[config.mk]
export PLATFORM = sky130hd
export DESIGN_NAME = parking_spot_allocator_flat
export DESIGN_NICKNAME = d
export VERILOG_FILES = /design/src/rtl/psa_if.sv /design/src/rtl/parking_spot_allocator.sv /design/src/flat_wrapper.sv
export SDC_FILE = /design/constraint.sdc
export NUM_CORES = 1
export LEC_CHECK = 0
export BUFFER_PORTS_ARGS = -buffer_cell sky130_fd_sc_hd__buf_2
export CAP_MARGIN = 30
export CORE_MARGIN = 2
export CORE_UTILIZATION = 50
export DETAILED_ROUTE_END_ITERATION = 16
export GPL_ROUTABILITY_DRIVEN = 0
export GPL_TIMING_DRIVEN = 0
export PLACE_DENSITY = 0.82
export SKIP_LAST_GASP = 1
export SLEW_MARGIN = 30
export SYNTH_ARGS = -nofsm -noshare
export SYNTH_HDL_FRONTEND = slang
export SYNTH_SLANG_ARGS = --single-unit
[constraint.sdc]
create_clock -name clk -period 2.15 [get_ports clk]
set_clock_uncertainty 0.1 [all_clocks]
set_input_delay 0.1075 -clock clk [delete_from_list [all_inputs] [get_ports clk]]
set_output_delay 0.1075 -clock clk [all_outputs]
set_load 0.02 [all_outputs]
[src/rtl/psa_if.sv]
// Entry/departure handshake bundle for parking_spot_allocator.
// The err signal exists only when PSA_ERR_EN is defined.
interface psa_if;
  logic       arrive_req;
  logic       depart_valid;
  logic [2:0] depart_spot;
  logic       arrive_ack;
  logic [2:0] assigned_spot;
  logic       gate_open;
  logic       reject;
  logic       full;
  logic [7:0] occupancy;
`ifdef PSA_ERR_EN
  logic       err;
`endif

  modport master (
    output arrive_req, depart_valid, depart_spot,
`ifdef PSA_ERR_EN
    input  err,
`endif
    input  arrive_ack, assigned_spot, gate_open, reject, full, occupancy
  );

  modport slave (
    input  arrive_req, depart_valid, depart_spot,
`ifdef PSA_ERR_EN
    output err,
`endif
    output arrive_ack, assigned_spot, gate_open, reject, full, occupancy
  );
endinterface

[src/rtl/parking_spot_allocator.sv]
// Lowest-free-spot allocator with a timed entry gate and departure handling.
// Define PSA_ERR_EN to add a sticky err flag for departures of already-free spots.
module parking_spot_allocator #(
  parameter int GATE_CYCLES = 4
) (
  input  logic  clk,
  input  logic  rst_n,
  psa_if.slave  bus
);
  localparam logic [1:0] S_IDLE  = 2'd0;
  localparam logic [1:0] S_GRANT = 2'd1;
  localparam logic [1:0] S_GATE  = 2'd2;
  localparam logic [1:0] S_HOLD  = 2'd3;

  logic [1:0] r_state;
  logic [7:0] r_cnt;
  logic [7:0] r_occ;
  logic [2:0] r_spot;
  logic       r_reject;

  logic       w_full;
  logic       w_grant;
  logic       w_refuse;
  logic [2:0] w_low;
  logic [7:0] w_set;
  logic [7:0] w_clr;

  // Scan from the top so the last assignment is the lowest free index.
  always_comb begin
    w_low = '0;
    for (int i = 7; i >= 0; i--)
      if (!r_occ[i]) w_low = 3'(i);
  end

  assign w_full   = (r_occ == 8'hFF);
  assign w_grant  = (r_state == S_IDLE) && bus.arrive_req && !w_full;
  assign w_refuse = (r_state == S_IDLE) && bus.arrive_req &&  w_full;
  assign w_set    = w_grant          ? (8'd1 << w_low)           : 8'd0;
  assign w_clr    = bus.depart_valid ? (8'd1 << bus.depart_spot) : 8'd0;

  // Set is OR-ed after the clear so an allocation wins a same-bit collision.
  always_ff @(posedge clk or negedge rst_n) begin
    if (!rst_n) r_occ <= 8'h00;
    else        r_occ <= (r_occ & ~w_clr) | w_set;
  end

  always_ff @(posedge clk or negedge rst_n) begin
    if (!rst_n) begin
      r_state  <= S_IDLE;
      r_cnt    <= 8'd0;
      r_spot   <= 3'd0;
      r_reject <= 1'b0;
    end else begin
      r_reject <= w_refuse;
      case (r_state)
        S_IDLE: begin
          if (w_grant) begin
            r_spot  <= w_low;
            r_state <= S_GRANT;
          end else if (w_refuse) begin
            r_state <= S_HOLD;
          end
        end
        S_GRANT: begin
          r_cnt   <= 8'(GATE_CYCLES);
          r_state <= S_GATE;
        end
        S_GATE: begin
          r_cnt <= r_cnt - 8'd1;
          if (r_cnt == 8'd1) r_state <= S_HOLD;
        end
        default: begin
          if (!bus.arrive_req) r_state <= S_IDLE;
        end
      endcase
    end
  end

`ifdef PSA_ERR_EN
  logic r_err;
  always_ff @(posedge clk or negedge rst_n) begin
    if (!rst_n)                                    r_err <= 1'b0;
    else if (bus.depart_valid && !r_occ[bus.depart_spot]) r_err <= 1'b1;
  end
  assign bus.err = r_err;
`endif

  // Decoded from registered state, so both drop as soon as reset asserts.
  assign bus.arrive_ack    = (r_state == S_GRANT);
  assign bus.gate_open     = (r_state == S_GATE);
  assign bus.reject        = r_reject;
  assign bus.full          = w_full;
  assign bus.occupancy     = r_occ;
  assign bus.assigned_spot = r_spot;
endmodule
[src/flat_wrapper.sv]
// flat-port wrapper written by rule: the top's interface ports become plain ports
module parking_spot_allocator_flat 
#(
  parameter int GATE_CYCLES = 4
)
  (clk, rst_n, bus_arrive_req, bus_depart_valid, bus_depart_spot, bus_arrive_ack, bus_assigned_spot, bus_gate_open, bus_reject, bus_full, bus_occupancy);
  psa_if bus_i ();
  input  logic clk;
  input  logic rst_n;
  input wire logic [$bits(bus_i.arrive_req)-1:0] bus_arrive_req;
  input wire logic [$bits(bus_i.depart_valid)-1:0] bus_depart_valid;
  input wire logic [$bits(bus_i.depart_spot)-1:0] bus_depart_spot;
  output wire logic [$bits(bus_i.arrive_ack)-1:0] bus_arrive_ack;
  output wire logic [$bits(bus_i.assigned_spot)-1:0] bus_assigned_spot;
  output wire logic [$bits(bus_i.gate_open)-1:0] bus_gate_open;
  output wire logic [$bits(bus_i.reject)-1:0] bus_reject;
  output wire logic [$bits(bus_i.full)-1:0] bus_full;
  output wire logic [$bits(bus_i.occupancy)-1:0] bus_occupancy;
  assign bus_i.arrive_req = bus_arrive_req;
  assign bus_i.depart_valid = bus_depart_valid;
  assign bus_i.depart_spot = bus_depart_spot;
  assign bus_arrive_ack = bus_i.arrive_ack;
  assign bus_assigned_spot = bus_i.assigned_spot;
  assign bus_gate_open = bus_i.gate_open;
  assign bus_reject = bus_i.reject;
  assign bus_full = bus_i.full;
  assign bus_occupancy = bus_i.occupancy;
  parking_spot_allocator #(.GATE_CYCLES(GATE_CYCLES)) u_core (.clk(clk), .rst_n(rst_n), .bus(bus_i));
endmodule
==> results.toml, run 1 <==
[outcome]
outcome = "complete, no violations"

[global_routing]
antenna_found_initial = 0
grt_overflow_total = 0
grt_first_pass_wirelength_um = 4380
grtUsageTotal = 0.213
grt_pass1_vias = 991
grt_max_degree = 23

[clock_network]
clock_sinks = 22
cts_made_buffers = 3
cts_tree = "yes"
clkLatencyLatePin_ns = 0.31
h-tree-depth = 1
clkTransAtPathRegs_ns = 0.12
cts-resized-gates = 0
cts_root_buffer = "clkbuf_4"
clockBufferDepth = 2

[finish]
most-common-layout-cells = "22 x dfrtp_1, 21 x buf_2, 14 x nor2_1"
final_common_cell = "dfrtp_1"
nets = 170
drive_gt1_frac = 0.206
syn2layout_area_growth_pct = 16.7
antennaDiodeCount = 0
instances_no_fill = 183
final_area_sq_um = 1420

[power]
p_clk_frac = 0.089
vdd_ir_drop_max_uv = 1090
total_leakage_power_nw = 0.674
p_int_mw = 1.09
p_sw_mw = 1.02
p_per_area_nw_per_um2 = 1490
combPwrFrac = 0.536
power_mw = 2.11
sequentialPowerShare = 0.375
sw_frac_of_total = 0.482

[synthesis]
syn_area_per_cell_sq_um = 9.55
syn_area_sq_um = 1210
synth-compound-area-share = 0.166
synthAdderAreaFrac = 0.0619
ys_seq_area_frac = 0.454
syn_inst = 127
synth_xor_area_frac = 0.0144
yosysTopAreaCell = "dfrtp_1"
synthTopCellsByArea = "dfrtp_1 45%, ha_1 6.2%, nor2_1 4.3%"
synth_top_area_share = 0.454
muxShareOfSynthArea = 0.0506
synth_cell_types = 37
synth_top_family_by_area = "simple AND/OR/NAND/NOR gates"
syn_nets = 140
ys_ff_latch = 22
synthSimpleGateAreaFrac = 0.222
ys_warn_count = 0

[drt]
drc = 0
first_iter_violations = 14
wl_per_cell_um = 13.9
wl_um = 2540
postRouteAntennaNets = 0
drt_pass1_iterations = 4
avgViaCountPerCell = 5.73
vias = 1049

[timing]
max_freq_ghz = 0.506
grt_setup_unrepaired = "false"
finalMaxSlewViolations = 0
setup_viol = 0
finalCritPeriodShare = 0.919
maxSlewHeadroom = 0.680
tightest_slew_ns = 0.479
tns_ns = 0
hold_violations = 0
period_minus_slack_ns = 1.98

[floorplanning]
die_height_um = 53.2
fp.coreArea_sq_um = 2250
start_util = 0.538
die_area_sq_um = 2830
die_x_um = 53.2
io_pins = 22
rows = 17

[hold_path]
hp-start = "bus_depart_spot[2]"
min_path_type = "input pin to flip-flop"

[worst_setup_path]
cp-end-kind = "flip-flop"
critical_path.max_fanout = 5
cp-start-kind = "flip-flop"
cp-startpoint = "u_core.r_state[0]"
cp.required_ns = 2.30
arrival_ns = 2.13
path_class = "flip-flop to flip-flop"
r2r_start = "u_core.r_state[0]"

[placed_design]
io_buffer_count = 21
dpl.cell_count = 176
place_area_sq_um = 1350
hpwl_um = 1870

[run]
cap_violations = 0
## flip-flops by register name, indices dropped and copies added (netlist names)
name / count
u_core.bus.reject: 1
u_core.bus.occupancy: 8
u_core.r_cnt: 8
u_core.r_state: 2
u_core.bus.assigned_spot: 3
## metal layers
layer  part of all wire  routed length (um)  global-route usage  up-vias
li1                   -                   -                   -      513
met3              0.040                 101              0.0254        5
met2               0.48                1230               0.340       26
met1               0.46                1160               0.290      505
met5                  0                   0                   0        -
met4              0.017                  44              0.0940        0
## critical path, stage by stage, from the launching register on
cell and delay (ns):
dfrtp_1 0.42, inv_1 0.11, ha_1 0.26, nand2_1 0.12, nor2_1 0.10, a21oi_1 0.08
a41oi_1 0.17, dlygate4sd3_1 0.57
## power groups by stage
stage	combinational (mW)	clock, mW	sequential (mW)
after floorplan	0.718	0	0.871
after global routing	1.25	0.206	0.825
final	1.13	0.188	0.792
after global placement	1.07	0	0.781
after detailed placement	1.10	0	0.796
after CTS	1.14	0.195	0.787
## what timing repair did
action	4_1_cts	5_1_grt
hold buffers	4	0
setup buffers	0	0
hold endpoints to repair	24	0
## per-stage QoR
step	setup WS (ns)	hold slack, ns	util
CTS	0.184	0.0261	0.628
global placement	0.425	-0.00690	0.600
finish	0.175	0.0373	0.628
floorplan	0.548	-0.288	-
global route	0.0240	0.0570	0.628
detailed placement	0.381	-0.00422	0.600
## layout make-up
type / count / area (sq um)
fill: 199 / 840
multi-input combinational: 95 / 624
sequential: 22 / 551
timing repair buffer: 25 / 145
tap: 28 / 35.0
inverter: 9 / 33.8
clock buffer: 3 / 22.5
buffer: 1 / 3.75
## path summary, 6_finish.rpt
check | endpoint | slack (ns) | depth (start not counted)
max in group asynchronous | u_core.bus.occupancy[4] | 1.45 | 2
min | u_core.bus.occupancy[7] | 0.04 | 3
max reg2reg | u_core.bus.occupancy[3] | 0.17 | 7
min in group asynchronous | u_core.r_cnt[2] | 0.17 | 2
min reg2reg | u_core.bus.assigned_spot[1] | 0.40 | 2
max | u_core.bus.occupancy[3] | 0.17 | 7
## synth_stat cells
library cell / instances
dfrtp_1: 22
nor2_1: 14
nand2_1: 11
inv_1: 9
a21oi_1: 7
o21ai_0: 7
ha_1: 6
mux2i_1: 5
nand3_1: 4
nand4_1: 4
nor2b_1: 3
o21ai_1: 3
a22o_1: 2
a31oi_1: 2
a41oi_1: 2
nor3_1: 2
o2bb2ai_1: 2
o31ai_1: 2
xor2_1: 2
a21bo_2: 1
a32o_2: 1
and2_1: 1
and2_2: 1
clkbuf_1: 1
mux2_2: 1
nand2_2: 1
nand2b_1: 1
nand3_2: 1
nand3b_1: 1
nor3b_1: 1
nor4_1: 1
nor4_2: 1
nor4b_1: 1
nor4b_2: 1
o22ai_1: 1
o31a_1: 1
or4_1: 1
## cells by family (layout without fill, tap and decap cells)
family | Yosys count | after routing
buf+inv | 10 | 38
simple gates | 50 | 50
compound gates | 31 | 31
mux | 6 | 6
fa+ha+maj | 6 | 6
xor+xnor | 2 | 2
flops | 22 | 22
No activity file was read; power rests on OpenSTA's default activity.
==> inputs of run 2 (changes only) <==
Settings changed: SLEW_MARGIN 30 to default.
Clock period 2.15 ns to 2.55 ns, I/O delays scaled along.
==> run 2 against run 1 <==
Effect of this change:
- via count decreased by 1.1%
- hold slack got worse by 0.033 ns
- utilization shrank 1.3 points
- sequential share of layout area grew 0.84 points
- register-to-register slack improved by 0.58 ns
- global-route usage down 0.30 points
- clock power decreased by 16%
- non-clock buffer count down 3
- critical endpoint is now u_core.bus.occupancy[7]
==> results.toml, run 2 (synthesis gave the netlist of run 1 again) <==
[outcome]
outcome = "complete, no violations"

[floorplanning]
die_area_sq_um = 2830
io_pins = 22
start_util = 0.538
die_x_um = 53.2
rows = 17
die_height_um = 53.2
fp.coreArea_sq_um = 2250

[worst_setup_path]
cp-startpoint = "u_core.r_state[0]"
cp-start-kind = "flip-flop"
ff2ff_path_depth = 6
path_class = "flip-flop to flip-flop"
cp.required_ns = 2.71
r2r_start = "u_core.r_state[0]"
r2r_end = "u_core.bus.occupancy[7]"
critical_path.max_fanout = 6
endpoint = "u_core.bus.occupancy[7]"
cp-end-kind = "flip-flop"
arrival_ns = 1.96
ff2ff_setup_slack_ns = 0.75

[drt]
vias = 1037
avgViaCountPerCell = 5.76
wl_um = 2490
first_iter_violations = 14
drc = 0
drt_pass1_iterations = 4
wl_per_cell_um = 13.8
postRouteAntennaNets = 0

[timing]
finalMaxSlewViolations = 0
fin_ws_ns = 0.750
maxSlewHeadroom = 0.681
grt_setup_unrepaired = "false"
period_minus_slack_ns = 1.80
max_freq_ghz = 0.556
tns_ns = 0
finalCritPeriodShare = 0.706
setup_viol = 0
tightest_slew_ns = 0.478
hold_violations = 0

[power]
p_per_area_nw_per_um2 = 1270
power_mw = 1.76
vdd_ir_drop_max_uv = 915
total_leakage_power_nw = 0.662

[run]
cap_violations = 0

[global_routing]
grt_first_pass_wirelength_um = 4320
grt_overflow_total = 0
grtUsageTotal = 0.210
grt_pass1_vias = 962
antenna_found_initial = 0
grt_max_degree = 23

[hold_path]
min_path_type = "input pin to flip-flop"

[finish]
nets = 167
seq_area_sq_um = 551
most-common-layout-cells = "22 x dfrtp_1, 21 x buf_2, 14 x nor2_1"
final_common_cell = "dfrtp_1"
drive_gt1_frac = 0.211
multiInputGateArea_sq_um = 624
nFillCells = 202
final_area_sq_um = 1390
antennaDiodeCount = 0
postLayoutCoreUtil = 0.614
syn2layout_area_growth_pct = 14.2

[clock_network]
cts_made_buffers = 3
clkTransAtPathRegs_ns = 0.12
cts_hold_buf = 1
clockBufferDepth = 2
post_cts_buffers = 0
clock_sinks = 22
h-tree-depth = 1
cts_root_buffer = "clkbuf_4"
clkLatencyLatePin_ns = 0.31
cts_tree = "yes"
cts-resized-gates = 0

[placed_design]
hpwl_um = 1870
io_buffer_count = 21
place_area_sq_um = 1350
pre_cts_ws_ns = 0.781
==> run 2: changes by cell type in the layout (fill, tap and decap cells not counted) <==
cell	previous run	this run
dlygate4sd3_1	4	1
==> run 2: worst min-delay path by stage <==
stage,cells past startpoint,endpoint,from
finish,2,u_core.bus.occupancy[3],bus_depart_spot[1]
global route,2,u_core.bus.occupancy[3],bus_depart_spot[1]
detailed placement,1,u_core.r_cnt[1],rst_n
CTS,2,u_core.bus.occupancy[3],bus_depart_spot[1]
floorplan,0,u_core.bus.assigned_spot[0],rst_n
global placement,1,u_core.r_cnt[2],rst_n
==> run 2: final cells by class <==
cell class,count,share of cell area
plain buffers,1,0.00271
clock buffers,3,0.0163
inverters,9,0.0244
multi-input cells,95,0.451
flip-flops and latches,22,0.397
well taps,28,0.0253
repair buffers,22,0.0831
==> run 2: worst max-delay path, stage by stage, from the launching register on <==
cell     delay [ns]
dfrtp_1        0.42
inv_1          0.11
ha_1           0.26
and2_2         0.25
nand3_2        0.12
nor4b_2        0.29
a32o_2         0.21
==> run 2: layer usage <==
layer  vias up  wire [um]  global-route usage
li1        507          -                   -
met5         -          0                   0
met1       499       1140               0.290
met2        26       1200               0.329
met4         0         44              0.0940
met3         5        105              0.0254
==> run 2: per-stage QoR <==
stage | hold slack [ns] | cells
after floorplan | -0.268 | 127
after global placement | 0.0131 | 176
after detailed placement | 0.0158 | 176
after CTS | 0.00212 | 180
after global routing | 0.0273 | 180
final | 0.00396 | 180
==> run 2: where the power goes <==
part           internal (mW)  leakage (nW)  switching [mW]  total [mW]
clock network         0.0552        0.0138           0.103       0.158
logic                  0.365         0.368           0.573       0.937
registers              0.489         0.279           0.179       0.668
total                  0.909         0.662           0.855        1.76
==> inputs of run 3 (changes only) <==
Settings changed: ABC_AREA from default to 1.
Clock period 2.55 ns to 1.7 ns, I/O delays scaled along.
==> run 3 against run 2 <==
Effect of this change:
- die area decreased by 1.9%
- routed wire length increased by 5.7%
- total power increased by 45%
- flip-flop and latch count unchanged
- utilization increased by 3.9 points
- synthesized cell count increased by 17%
- first-iteration DRC count increased by 93%
- global-route usage decreased by 0.070 points
- worst setup slack got worse by 0.63 ns
- design area increased by 5.4%
- combinational power increased by 46%
- critical path depth increased by 1
- largest power group unchanged
==> results.toml, run 3 <==
[global_routing]
use_met3 = 0.0343
grt-busiest-layer = "met2"
grt_pass1_vias = 1025
grt.met2_usage = 0.385
grtUsageTotal = 0.210
grt_max_degree = 23
antenna_found_initial = 0
grt_overflow_total = 0
gr-usage-met1 = 0.238
grt_first_pass_wirelength_um = 4250

[finish]
seq_area_sq_um = 551
nets = 193
final_common_cell = "nand2_1"
multiInputGateArea_sq_um = 608
drive_gt1_frac = 0.251
postLayoutCoreUtil = 0.654
antennaDiodeCount = 0
nFillCells = 202
syn2layout_area_growth_pct = 23.0
most-common-layout-cells = "38 x nand2_1, 22 x dfrtp_1, 21 x buf_2"

[timing]
max_freq_ghz = 0.631
tightest_slew_ns = 0.493
maxSlewHeadroom = 0.671
grt_setup_unrepaired = "false"
period_minus_slack_ns = 1.58
finalMaxSlewViolations = 0
tns_ns = 0
finalCritPeriodShare = 0.932
hold_violations = 0
setup_viol = 0
fin_ws_ns = 0.116

[drt]
vias = 1097
wl_um = 2630
postRouteAntennaNets = 0
drt_pass1_iterations = 4
first_iter_violations = 27
drc = 0
wl_per_cell_um = 12.7
avgViaCountPerCell = 5.30

[floorplanning]
start_util = 0.532
rows = 17
die_x_um = 52.7
io_pins = 22
die_height_um = 52.7
fp.coreArea_sq_um = 2230
die_area_sq_um = 2780

[synthesis]
ys_ff_latch = 22
synthArstFlopShare = 1.00
yosysTopAreaCell = "dfrtp_1"
syn_area_sq_um = 1190
synth-edff-count = 0
syn_area_per_cell_sq_um = 8.02
synth.most_common_cell = "nand2_1"
ys_warn_count = 0
ys_seq_area_frac = 0.464
yosys-top-cells-count = "40 x nand2_1, 22 x dfrtp_1, 19 x inv_1, 16 x o21ai_0, 13 x nor2_1"
synthTopCellsByArea = "dfrtp_1 46%, nand2_1 13%, o21ai_0 6.7%"
ys.flop_type = "dfrtp_1"
syn_nets = 161
synth_top_area_share = 0.464
syn_inst = 148
synth_cell_types = 20

[power]
vdd_ir_drop_max_uv = 1210
total_leakage_power_nw = 0.768
p_per_area_nw_per_um2 = 1750

[worst_setup_path]
r2r_start = "u_core.r_state[0]"
r2r_end = "u_core.r_cnt[7]"
path_class = "flip-flop to flip-flop"
cp.required_ns = 1.85
cp-end-kind = "flip-flop"
arrival_ns = 1.73
cp-startpoint = "u_core.r_state[0]"
ff2ff_setup_slack_ns = 0.12
ff2ff_path_depth = 7
endpoint = "u_core.r_cnt[7]"
critical_path.max_fanout = 5
cp-start-kind = "flip-flop"

[placed_design]
pre_cts_ws_ns = -0.0802
hpwl_um = 1930
io_buffer_count = 21

[clock_network]
clkLatencyLatePin_ns = 0.31
cts_made_buffers = 3
clkTransAtPathRegs_ns = 0.12
h-tree-depth = 1
cts_tree = "yes"
clock_sinks = 22
cts_root_buffer = "clkbuf_4"
clockBufferDepth = 2

[run]
cap_violations = 0

[hold_path]
min_path_type = "input pin to flip-flop"

[outcome]
outcome = "complete, no violations"
==> run 3: cell type report <==
type,instances,share of cell area
multi-input combinational,106,0.416
sequential,22,0.377
timing repair buffer,27,0.106
inverter,20,0.0514
clock buffer,4,0.0249
tap,28,0.0240
==> run 3: stage by stage <==
step	instances	hold WS, ns	total power [mW]	cell area [sq um]
finish	207	0.0147	2.55	1460
global route	207	0.0163	2.77	1460
CTS	203	0.00815	2.36	1400
detailed placement	197	-0.0225	2.02	1330
global placement	197	-0.0326	1.95	1330
floorplan	148	-0.311	1.71	1190
==> run 3: logic make-up after synthesis <==
group	count (synthesis)	share of synthesized area
simple gates	75	0.286
compound gates	23	0.110
flops	22	0.464
buf+inv	20	0.0632
fa+ha+maj	6	0.0632
xor+xnor	2	0.0148
==> run 3: worst max-delay path, cell delays in order, from the launching register on <==
cell and delay, ns:
dfrtp_1 0.41, inv_2 0.07, ha_4 0.29, nand2_2 0.09, nor3_4 0.19, nand3_1 0.11
xor2_1 0.15, nor2_1 0.12
==> run 3: how the worst min path moves through the flow <==
stage                                  start                     endpoint  slack, ns  cells past startpoint
after global placement                 rst_n              u_core.r_cnt[0]      -0.03                      1
after CTS                 bus_depart_spot[1]      u_core.bus.occupancy[6]      0.008                      4
after floorplan                        rst_n  u_core.bus.assigned_spot[0]      -0.31                      0
final                     bus_depart_spot[0]      u_core.bus.occupancy[7]       0.01                      4
after global routing      bus_depart_spot[0]      u_core.bus.occupancy[3]       0.02                      4
after detailed placement               rst_n              u_core.r_cnt[1]      -0.02                      1
==> run 3: repair_timing <==
action                                  in CTS  in global routing
resized for setup                            4                  8
endpoints found under the setup margin       5                  7
hold endpoints to repair                    23                  0
setup buffers                                0                  4
pin swaps                                    0                  3
hold buffers                                 2                  0
==> run 3: metal layers <==
metal  up-vias  wire (um)
met5         -          0
met4         0         40
met3         6        109
met2        28       1330
met1       521       1140
li1        542          -
==> run 3: report_power, final <==
part | switching, mW | leakage [nW] | internal (mW) | total [mW]
clock network | 0.163 | 0.0210 | 0.131 | 0.294
registers | 0.200 | 0.288 | 0.689 | 0.889
logic | 0.855 | 0.459 | 0.514 | 1.37
